### src/rtl/store_writer.sv
// store_writer
//   Turns one scalar store request (1/2/4/8 bytes, right-justified data) into
//   a single-beat AXI4 write on a 64-bit bus. It shifts the data onto its byte
//   lanes and builds the byte strobe from the access width and the low address
//   bits. It then waits for the B response and reports completion with a
//   one-cycle pulse. Misaligned requests are rejected with an error and
//   produce no bus traffic. Only one write is ever outstanding.
//
// Ports
//   clock, reset              single rising-edge clock, synchronous active-high reset
//   req_valid/req_ready       store request handshake (ready only while idle)
//   req_addr, req_data        byte address, right-justified store data
//   req_width                 0=1B, 1=2B, 2=4B, 3=8B
//   resp_valid, resp_err      one-cycle completion pulse and error flag
//   aw*                       AXI4 write-address channel (master)
//   w*                        AXI4 write-data channel (master)
//   b*                        AXI4 write-response channel (master side)
module store_writer #(
  parameter int ADDR_W = 64,
  parameter int DATA_W = 64,
  parameter int AXI_ID = 0
) (
  input  logic              clock,
  input  logic              reset,
  input  logic              req_valid,
  output logic              req_ready,
  input  logic [ADDR_W-1:0] req_addr,
  input  logic [DATA_W-1:0] req_data,
  input  logic [1:0]        req_width,
  output logic              resp_valid,
  output logic              resp_err,
  output logic              awvalid,
  input  logic              awready,
  output logic [ADDR_W-1:0] awaddr,
  output logic [3:0]        awid,
  output logic [7:0]        awlen,
  output logic [2:0]        awsize,
  output logic [1:0]        awburst,
  output logic              wvalid,
  input  logic              wready,
  output logic [DATA_W-1:0] wdata,
  output logic [7:0]        wstrb,
  output logic              wlast,
  input  logic              bvalid,
  output logic              bready,
  input  logic [3:0]        bid,
  input  logic [1:0]        bresp
);

  localparam logic [3:0] ID = 4'(AXI_ID);

  typedef enum logic [1:0] {
    IDLE   = 2'd0,
    SEND   = 2'd1,
    WAIT_B = 2'd2,
    RESP   = 2'd3
  } state_t;

  state_t state_q, state_d;

  // A width code is aligned when the address bits below its size are zero.
  function automatic logic is_misaligned(input logic [1:0] width, input logic [2:0] lo);
    logic mis;
    case (width)
      2'd0:    mis = 1'b0;
      2'd1:    mis = lo[0];
      2'd2:    mis = |lo[1:0];
      default: mis = |lo;
    endcase
    return mis;
  endfunction

  // Base strobe for the width, moved onto the addressed lanes. Bits shifted
  // past lane 7 are dropped; that only happens for misaligned requests, which
  // never reach the bus.
  function automatic logic [7:0] lane_strobe(input logic [1:0] width, input logic [2:0] lo);
    logic [7:0] base;
    case (width)
      2'd0:    base = 8'h01;
      2'd1:    base = 8'h03;
      2'd2:    base = 8'h0F;
      default: base = 8'hFF;
    endcase
    return base << lo;
  endfunction

  function automatic logic [DATA_W-1:0] lane_data(input logic [DATA_W-1:0] data,
                                                  input logic [2:0]        lo);
    return data << {lo, 3'b000};
  endfunction

  logic              aw_pend_q;
  logic              w_pend_q;
  logic              err_q;
  logic [ADDR_W-1:0] awaddr_q;
  logic [DATA_W-1:0] wdata_q;
  logic [7:0]        wstrb_q;
  logic [2:0]        awsize_q;

  logic              accept;
  logic              req_mis;
  logic              aw_done;
  logic              w_done;

  assign req_mis = is_misaligned(req_width, req_addr[2:0]);
  assign accept  = (state_q == IDLE) && req_valid;
  // A channel counts as done if it finished earlier or completes this cycle,
  // so same-cycle AW and W handshakes move on together.
  assign aw_done = !aw_pend_q || awready;
  assign w_done  = !w_pend_q || wready;

  always_ff @(posedge clock) begin
    if (reset) state_q <= IDLE;
    else       state_q <= state_d;
  end

  always_comb begin
    state_d    = state_q;
    req_ready  = 1'b0;
    bready     = 1'b0;
    resp_valid = 1'b0;
    resp_err   = 1'b0;
    case (state_q)
      IDLE: begin
        req_ready = 1'b1;
        if (req_valid) state_d = req_mis ? RESP : SEND;
      end
      SEND: begin
        if (aw_done && w_done) state_d = WAIT_B;
      end
      WAIT_B: begin
        bready = 1'b1;
        if (bvalid) state_d = RESP;
      end
      RESP: begin
        resp_valid = 1'b1;
        resp_err   = err_q;
        state_d    = IDLE;
      end
      default: state_d = IDLE;
    endcase
  end

  // Capture stage: request is latched and lane-aligned on acceptance; each
  // AXI valid then holds until its own handshake.
  always_ff @(posedge clock) begin
    if (reset) begin
      aw_pend_q <= 1'b0;
      w_pend_q  <= 1'b0;
      err_q     <= 1'b0;
      awaddr_q  <= '0;
      wdata_q   <= '0;
      wstrb_q   <= '0;
      awsize_q  <= '0;
    end else if (accept) begin
      aw_pend_q <= !req_mis;
      w_pend_q  <= !req_mis;
      err_q     <= req_mis;
      awaddr_q  <= req_addr;
      wdata_q   <= lane_data(req_data, req_addr[2:0]);
      wstrb_q   <= lane_strobe(req_width, req_addr[2:0]);
      awsize_q  <= {1'b0, req_width};
    end else begin
      if (aw_pend_q && awready) aw_pend_q <= 1'b0;
      if (w_pend_q && wready)   w_pend_q  <= 1'b0;
      if ((state_q == WAIT_B) && bvalid)
        err_q <= (bresp != 2'b00) || (bid != ID);
    end
  end

  assign awvalid = aw_pend_q;
  assign awaddr  = awaddr_q;
  assign awid    = ID;
  assign awlen   = 8'd0;
  assign awsize  = awsize_q;
  assign awburst = 2'b01;
  assign wvalid  = w_pend_q;
  assign wdata   = wdata_q;
  assign wstrb   = wstrb_q;
  assign wlast   = 1'b1;

endmodule
### config.mk
export PLATFORM = sky130hd
export DESIGN_NAME = store_writer
export DESIGN_NICKNAME = d
export VERILOG_FILES = /design/src/rtl/store_writer.sv
export SDC_FILE = /design/constraint.sdc
export NUM_CORES = 1
export LEC_CHECK = 0
export ABC_AREA = 0
export BUFFER_PORTS_ARGS = -buffer_cell sky130_fd_sc_hd__buf_2
export CORE_ASPECT_RATIO = 1.5
export CORE_MARGIN = 2
export CORE_UTILIZATION = 36
export CTS_CLUSTER_DIAMETER = 30
export CTS_CLUSTER_SIZE = 14
export DETAILED_ROUTE_END_ITERATION = 7
export REMOVE_ABC_BUFFERS = 1
export SKIP_LAST_GASP = 1
export SYNTH_ARGS = -nofsm -noshare
export SYNTH_HDL_FRONTEND = slang
export SYNTH_SLANG_ARGS = --single-unit
export TNS_END_PERCENT = 5
### constraint.sdc
create_clock -name clock -period 1.7 [get_ports clock]
set_input_delay 0.17 -clock clock [delete_from_list [all_inputs] [get_ports clock]]
set_output_delay 0.17 -clock clock [all_outputs]
set_load 0.03 [all_outputs]
==> results of run 1 <==
[tightest hold or removal path: cells and delay by family]
family                 cells  cell delay (ps)
buffers and inverters      1              110
AO/OA/AOI/OAI              1               60
AND/OR/NAND/NOR            1               50
[routing by layer]
metal	share of wire (%)	track usage, %	up-vias
met4	2.7	9.27	0
met2	52	39.4	266
met5	0	0	-
met1	39	24.3	3254
li1	-	-	3398
met3	6.1	5.42	40
[what timing repair did]
item | 4_1_cts | 5_1_grt
setup endpoints to repair | 6 | 41
hold buffers | 59 | 0
cloned | 0 | 0
endpoints found under the hold margin | 59 | 0
gates resized for setup | 1 | 7
[per-stage QoR]
step | instance area (sq um) | setup WS (ps) | TNS (ps) | utilization (%) | power, uW
floorplan | 6210 | -1410 | -155560 | - | 6930
global placement | 8570 | 64.6 | 0 | 46.6 | 8830
detailed placement | 8570 | 13.4 | 0 | 46.6 | 8860
CTS | 9720 | 11.2 | 0 | 52.8 | 12500
global route | 9750 | -35.4 | -110 | 53.0 | 13100
finish | 9750 | 93.5 | 0 | 53.0 | 12500
[power breakdown]
part | switching [uW] | internal, uW
Clock | 1590 | 1920
Combinational | 3090 | 1720
Sequential | 276 | 3880
Total | 4960 | 7520
[flip-flops by register name (all words and copies together), names as in the netlist]
name     flops
awaddr      64
wdata       64
wstrb        8
awsize       2
state_q      2
awvalid      1
err_q        1
wvalid       1
[kinds of logic after synthesis]
kind of cell               after synthesis
other                                    2
and+or+nand+nor                        265
adders and majority gates                4
AOI/OAI and AO/OA                      185
muxes                                   91
buffers and inverters                   88
DFF                                    143
[Yosys cell counts, types with 2 or more instances]
master and count:
nand2_1 152, dfxtp_1 143, a21oi_1 87, mux2i_1 83, nor2_1 70, a22oi_1 35
buf_4 25, clkbuf_1 24, buf_2 22, o21ai_0 16, nor3_1 15, buf_6 12
a221oi_1 11, a222oi_1 8, mux2_2 8, o22ai_1 8, nand3b_1 7, inv_1 5
a211oi_1 4, ha_1 4, nor2b_1 4, and2_1 3, nand2b_1 3, a211o_1 2
a2bb2oi_1 2, a31oi_1 2, a32oi_1 2, conb_1 2, nor3_4 2, o221ai_1 2
[path summary, 6_finish.rpt]
path              slack [ps]  depth (start not counted)                       to               startpoint
hold reg to reg          450                          2   wdata[22]$_SDFFE_PP0P_   wdata[22]$_SDFFE_PP0P_
setup reg to reg          90                          7   wdata[46]$_SDFFE_PP0P_  state_q[1]$_SDFFE_PP0P_
hold / removal            20                          3  awaddr[40]$_SDFFE_PP0P_             req_addr[40]
setup / recovery          90                          7   wdata[46]$_SDFFE_PP0P_  state_q[1]$_SDFFE_PP0P_
[final cells by class]
type	instances	area (sq um)	area share, %
multi-input cells	561	3360	34.5
flip-flops and latches	143	2860	29.4
repair buffers	403	2630	27.0
clock buffers	18	429	4.40
well taps	252	315	3.23
clock inverters	14	123	1.26
inverters	5	18.8	0.193
==> metrics.yaml, run 1 <==
synth:
  dominant_combinational_cell_family_by_area_after_synthesis: "compound AO/OA/AOI/OAI gates"
  syn-cell-area_sq_mm: 0.00668
  synth_cells: 778
  synth_seq_cells: 143
  post_synth_fa_ha_maj_area_fraction_pct: 0.749
  yosys_warnings: 0
  postSynth.asyncResetShare_pct: 0
  synth_simple_gate_area_share_pct: 16.9
  count_of_flip_flops_with_a_built_in_enable_after_synthesis: 0
  netlist_top_cells_area: "dfxtp_1 43%, mux2i_1 12%, nand2_1 8.5%"
  ys_types: 45
  netlist.area_leader.share_pct: 42.8
  synth.yosys.seq_area_share_pct: 42.8
  synthDominantAreaCellType: "dfxtp_1"
  postSynth.topFlopCell: "dfxtp_1"
  post_synth.cell_area_avg_sq_um: 8.59
  multiplexer_fraction_of_the_synthesized_cell_area_pct: 13.8
  post_synth_xor_area_fraction_pct: 0
  synth-compound-area-share_pct: 17.6
sta:
  finalHoldWorstSlack_ps: 19.8
  min_period_over_period_pct: 94.5
  max_slew_vio_count: 0
  highest_achievable_clock_rate_ghz: 0.622
  finalHoldViolations: 0
  grt_setup_unrepaired: "true"
  max_slew_margin_pct: 62.9
  final.min_clock_period_ps: 1610
  finalSetupViolCount: 0
  timing_worst_slew_pin_value_ps: 557
  finClkSkew_ps: 8.58
hold_path:
  min_path_type: "in2reg"
global_route:
  first_global_vias: 6576
  globalRouteOverflowTotal: 0
  grt_antenna_before_repair: 0
  grt_pass1_wl_microns: 33800
  grt_util_all_layers_pct: 22.0
  grt_start_max_net_pins: 49
cts:
  cts_max_level: 4
  clock_tree.root_cell: "clkbuf_16"
  worstSkewPairLatency_ps: 420
  post_cts.repair.setup_buffers: 0
  cts_tree: "built"
  buffer_levels_on_the_longest_clock_path: 2
  cts.reportedPaths.clkPinSlew_ps: 60
  cts_sinks: 143
  cts_buffers: 17
placed_design:
  place_inst: 1305
  portBuffers: 285
  gpl.final_weighted_congestion: 0.900
  dpl.hpwl_microns: 16000
die:
  placeableCoreArea_sq_mm: 0.0184
  fp-row-count: 61
  die_x_microns: 115
  dieArea_sq_mm: 0.0197
  floorplan.initialDensity_pct: 36.3
  die-height_microns: 171
  io-pin-count: 302
routing:
  dr.pass1.iters: 6
  post-route-drc-count: 0
  wire_per_inst_microns: 16.2
  via_count: 6958
  routed_wirelength_microns: 22600
  drt-vias-per-instance: 4.98
  drt-initial-drc-count: 364
  count_of_nets_left_with_antenna_violations_after_detail_routing: 0
final_layout:
  fillCellCount: 1765
  post_layout_nets: 1277
  final_cell_mix: "282 x buf_2, 152 x nand2_1, 143 x dfxtp_1, 87 x a21oi_1, 83 x mux2i_1"
  finalNonFillerCells: 1396
  layout-drive-gt1-share_pct: 34.7
  diodes: 0
  layout.cells.most_common: "buf_2"
  area.growth.synth_to_final_pct: 45.9
power_and_ir_drop:
  worst_ir_drop_on_vdd_uv: 482
  power_density_mw_per_mm2: 1280
  cellLeakagePower_uw: 0.00462
worst_setup_path:
  worst-path-buf-inv: 3
  crit_type: "reg2reg"
  cp_cell_sequence: "inv_1 -> ha_2 -> buf_6 -> nand2_8 -> buf_4 -> a222oi_1 -> nor2_1"
  crit_path_end_kind: "flip-flop"
  critPathArrivalTime_ps: 1890
  crit_path_max_incr_delay_ps: 340
  cpLargestDelayFamily: "buffers and inverters"
  worst_setup_path_start_kind: "flip-flop"
  cp_max_fo: 15
  critical_path_required_ps: 1980
  critPathSlowestCell: "a222oi_1"
run_status:
  status: "complete, no violations"
flow_run:
  maxCapViolCount: 0
(Power assumes the default switching activity.)
==> run 2, diff against run 1 <==
- REMOVE_ABC_BUFFERS: 1 -> unset
==> metrics.yaml, run 2 (synthesis gave the netlist of run 1 again) <==
routing:
  via_count: 6888
  routedLengthMet1_microns: 9290
  routed_wirelength_microns: 23200
  dr.pass1.iters: 5
  count_of_nets_left_with_antenna_violations_after_detail_routing: 0
  dr_wl_met3_microns: 1200
  post-route-drc-count: 0
  dr_wl_met2_microns: 11800
  drt-vias-per-instance: 4.99
  wire_per_inst_microns: 16.8
  drt-initial-drc-count: 344
  highest-signal-layer: "met4"
die:
  die_x_microns: 115
  die-height_microns: 171
  floorplan.initialDensity_pct: 36.3
  placeableCoreArea_sq_mm: 0.0184
  io-pin-count: 302
  dieArea_sq_mm: 0.0197
  fp-row-count: 61
global_route:
  grt_util_all_layers_pct: 22.5
  grt_pass1_wl_microns: 34400
  first_global_vias: 6405
  grt_antenna_before_repair: 0
  grt_start_max_net_pins: 41
  globalRouteOverflowTotal: 0
hold_path:
  min_path_type: "in2reg"
  hold_start: "req_data[2]"
worst_setup_path:
  worst_setup_path_startpoint: "state_q[1]$_SDFFE_PP0P_"
  worst_setup_path_start_kind: "flip-flop"
  crit_path_end_kind: "flip-flop"
  critical_path_required_ps: 2050
  critical_path.reg2reg.startpoint: "state_q[1]$_SDFFE_PP0P_"
  cp_max_fo: 9
  crit_type: "reg2reg"
  critPathArrivalTime_ps: 1970
run_status:
  status: "complete, no violations"
final_layout:
  final_cell_mix: "282 x buf_2, 152 x nand2_1, 143 x dfxtp_1, 87 x a21oi_1, 83 x mux2i_1"
  post_layout_nets: 1260
  fillCellCount: 1759
  area.growth.synth_to_final_pct: 44.9
  diodes: 0
  post-route-cell-area_sq_mm: 0.00968
  layout.cells.most_common: "buf_2"
  layout-drive-gt1-share_pct: 33.7
sta:
  max_slew_vio_count: 0
  finalHoldWorstSlack_ps: 26.3
  setup_total_negative_slack_ps: 0
  grt_setup_unrepaired: "true"
  finClkSkew_ps: 3.76
  min_period_over_period_pct: 95.5
  finalHoldViolations: 0
  finalSetupViolCount: 0
  final.min_clock_period_ps: 1620
  highest_achievable_clock_rate_ghz: 0.616
cts:
  buffer_levels_on_the_longest_clock_path: 2
  clock_tree.root_cell: "clkbuf_16"
  cts_tree: "built"
  cts_sinks: 143
  worstSkewPairLatency_ps: 420
  cts.reportedPaths.clkPinSlew_ps: 60
  cts_max_level: 4
  cts_buffers: 17
power_and_ir_drop:
  cellLeakagePower_uw: 0.00457
  total_power_uw: 12900
  power_density_mw_per_mm2: 1330
  worst_ir_drop_on_vdd_uv: 799
placed_design:
  gpl.final_weighted_congestion: 0.842
  dpl.hpwl_microns: 16700
  portBuffers: 285
  placedInstanceArea_sq_mm: 0.00843
flow_run:
  maxCapViolCount: 0
run 2: changes by cell type in the layout (fill, tap and decap cells not counted), moves of 2 or more:
cell / previous run / this run
inv_8: 3 / 0
bufinv_16: 0 / 4
clkinv_2: 1 / 3
buf_4: 48 / 33
inv_6: 5 / 3
o21ai_0: 14 / 16
o21ai_1: 2 / 0
run 2: path summary, 6_finish.rpt:
| check | to | cells past startpoint | slack (ps) |
|---|---|---|---|
| max reg2reg | wdata[32]$_SDFFE_PP0P_ | 7 | 80 |
| min | wdata[34]$_SDFFE_PP0P_ | 3 | 30 |
| max | wdata[32]$_SDFFE_PP0P_ | 7 | 80 |
| min reg2reg | wstrb[7]$_SDFFE_PP0P_ | 2 | 450 |
run 2: metrics by stage:
stage	setup WS (ps)	utilization, %	cells
CTS	18.0	52.5	1377
detailed placement	25.6	45.8	1286
global placement	27.3	45.8	1286
floorplan	45.6	-	792
global route	-58.1	52.6	1379
finish	76.9	52.6	1379
run 2: timing repair:
action                     CTS  global route
resized for setup            0             4
hold buffers                59             0
hold endpoints to repair    59             0
setup endpoints to repair    0            53
buffers inserted             0             2
run 2: layout make-up:
class,instances,area [sq um],share of cell area (%)
Clock inverter,13,185,1.91
Clock buffer,19,443,4.57
Tap cell,252,315,3.26
Inverter,5,18.8,0.194
Multi-Input combinational cell,561,3370,34.8
Timing Repair Buffer,386,2490,25.7
Sequential cell,143,2860,29.6
run 2: where the power goes:
| group | internal (uW) | switching, uW | leakage [uW] |
|---|---|---|---|
| Clock | 2500 | 1500 | 0.000304 |
| Sequential | 3880 | 271 | 0.00117 |
| Combinational | 1630 | 3090 | 0.00310 |
run 2: per-layer routing:
metal	up-vias	global-route usage, %
li1	3369	-
met1	3170	27.0
met2	298	39.5
met3	51	3.44
met4	0	9.80
met5	-	0
run 2: critical path, cell delays in order, from the launching register on:
cell and delay, ps:
dfxtp_1 340, inv_1 120, ha_4 210, nand3_2 100, buf_4 200, nor3_1 340, nand2_1 100, a21oi_1 130
==> run 3, diff against run 2 <==
- CTS_BUF_LIST: unset -> sky130_fd_sc_hd__clkbuf_16
==> metrics.yaml, run 3 (synthesis gave the netlist of run 1 again) <==
run_status:
  status: "complete, no violations"
global_route:
  met2_usage_pct: 39.4
  grt_start_max_net_pins: 41
  groute.layer.met1.usage_pct: 27.0
  globalRouteOverflowTotal: 0
  first_global_vias: 6402
  grt_antenna_before_repair: 0
  grt_busiest_layer: "met2"
  groute.layer.met3.usage_pct: 3.40
  grt_util_all_layers_pct: 22.5
  grt_pass1_wl_microns: 34400
sta:
  max_slew_vio_count: 0
  finClkSkew_ps: 3.41
  min_period_over_period_pct: 96.4
  finalSetupViolCount: 0
  grt_setup_unrepaired: "true"
  final.min_clock_period_ps: 1640
  highest_achievable_clock_rate_ghz: 0.610
  finalHoldViolations: 0
worst_setup_path:
  crit_type: "reg2reg"
  cp_cell_sequence: "inv_1 -> ha_4 -> nand3_2 -> buf_4 -> nor3_1 -> nand2_1 -> a21oi_1"
  reg2reg_setup_slack_ps: 60
  crit_path_max_incr_delay_ps: 360
  critPathSlowestCell: "nor3_1"
  worst_setup_path_start_kind: "flip-flop"
  cp_max_fo: 9
  crit_path_end_kind: "flip-flop"
  critPathArrivalTime_ps: 1990
  critical_path_required_ps: 2050
die:
  dieArea_sq_mm: 0.0197
  placeableCoreArea_sq_mm: 0.0184
  die_x_microns: 115
  die-height_microns: 171
  io-pin-count: 302
  floorplan.initialDensity_pct: 36.3
  fp-row-count: 61
power_and_ir_drop:
  total_power_uw: 12800
  cellLeakagePower_uw: 0.00457
  power_density_mw_per_mm2: 1330
  worst_ir_drop_on_vdd_uv: 799
cts:
  cts_tree: "built"
  cts.reportedPaths.clkPinSlew_ps: 60
  clock_tree.root_cell: "clkbuf_16"
  worstSkewPairLatency_ps: 410
  cts_sinks: 143
  cts_max_level: 4
  buffer_levels_on_the_longest_clock_path: 2
  cts_buffers: 17
final_layout:
  layout-drive-gt1-share_pct: 33.6
  multi_input_area_sq_mm: 0.00337
  layout.area.seq_sq_mm: 0.00286
  finalNonFillerCells: 1379
  area.growth.synth_to_final_pct: 44.7
  final_cell_mix: "282 x buf_2, 152 x nand2_1, 143 x dfxtp_1, 87 x a21oi_1, 83 x mux2i_1"
  post_layout_nets: 1260
  diodes: 0
  layout.cells.most_common: "buf_2"
  fillCellCount: 1763
placed_design:
  portBuffers: 285
  place_inst: 1286
  gpl.final_weighted_congestion: 0.842
  dpl.hpwl_microns: 16700
routing:
  post-route-drc-count: 0
  wire_per_inst_microns: 16.8
  via_count: 6868
  count_of_nets_left_with_antenna_violations_after_detail_routing: 0
  drt-vias-per-instance: 4.98
  dr.pass1.iters: 7
  routed_wirelength_microns: 23100
  drt-initial-drc-count: 370
flow_run:
  maxCapViolCount: 0
hold_path:
  min_path_type: "in2reg"
## run 3: cell types whose count changed in the layout (fill, tap and decap cells not counted), sizes merged
cell | previous run | this run
clkinv | 4 | 5
clkbuf | 19 | 17
inv | 8 | 9
## run 3: power breakdown
part	switching [uW]	total, uW	internal (uW)
sequential	271	4150	3880
clock	1500	3950	2450
combinational	3090	4720	1630
total	4860	12800	7970
## run 3: worst paths after layout
path	endpoint	cells after the start	startpoint
min	awaddr[58]$_SDFFE_PP0P_	3	req_addr[58]
max	wdata[32]$_SDFFE_PP0P_	7	state_q[1]$_SDFFE_PP0P_
max reg2reg	wdata[32]$_SDFFE_PP0P_	7	state_q[1]$_SDFFE_PP0P_
min reg2reg	wstrb[7]$_SDFFE_PP0P_	2	wstrb[7]$_SDFFE_PP0P_
## run 3: metrics by stage
stage / setup WS (ps) / cell area, sq um / util (%) / TNS (ps) / hold slack (ps)
floorplan: 45.6 / 6750 / - / 0 / 306
CTS: 18.0 / 9640 / 52.4 / 0 / 10.9
finish: 60.4 / 9670 / 52.6 / 0 / 25.8
detailed placement: 25.6 / 8430 / 45.8 / 0 / 416
global placement: 27.3 / 8430 / 45.8 / 0 / 410
global route: -58.1 / 9670 / 52.6 / -177 / 15.1
## run 3: layout make-up
cell class              count  area share (%)
clock buffers              17            4.40
clock inverters            15            1.99
inverters                   5           0.194
multi-input cells         561            34.8
flip-flops and latches    143            29.6
well taps                 252            3.26
repair buffers            386            25.7
## run 3: repair_timing
item | CTS | global route
gates resized for setup | 0 | 4
endpoints found under the hold margin | 59 | 0
endpoints found under the setup margin | 0 | 53
buffers inserted | 0 | 2
hold buffers | 59 | 0
## run 3: critical path: cells and delay by family (launching register included)
kind | cells | cell delay, ps
buffers and inverters | 2 | 320
and+or+nand+nor | 3 | 560
DFF | 1 | 340
adders and majority gates | 1 | 210
AOI/OAI and AO/OA | 1 | 130
## run 3: routing by layer
| layer | vias to the layer above | wire length (microns) |
|---|---|---|
| met5 | - | 0 |
| met4 | 0 | 823 |
| met3 | 48 | 1160 |
| met2 | 285 | 11900 |
| met1 | 3167 | 9300 |
| li1 | 3368 | - |
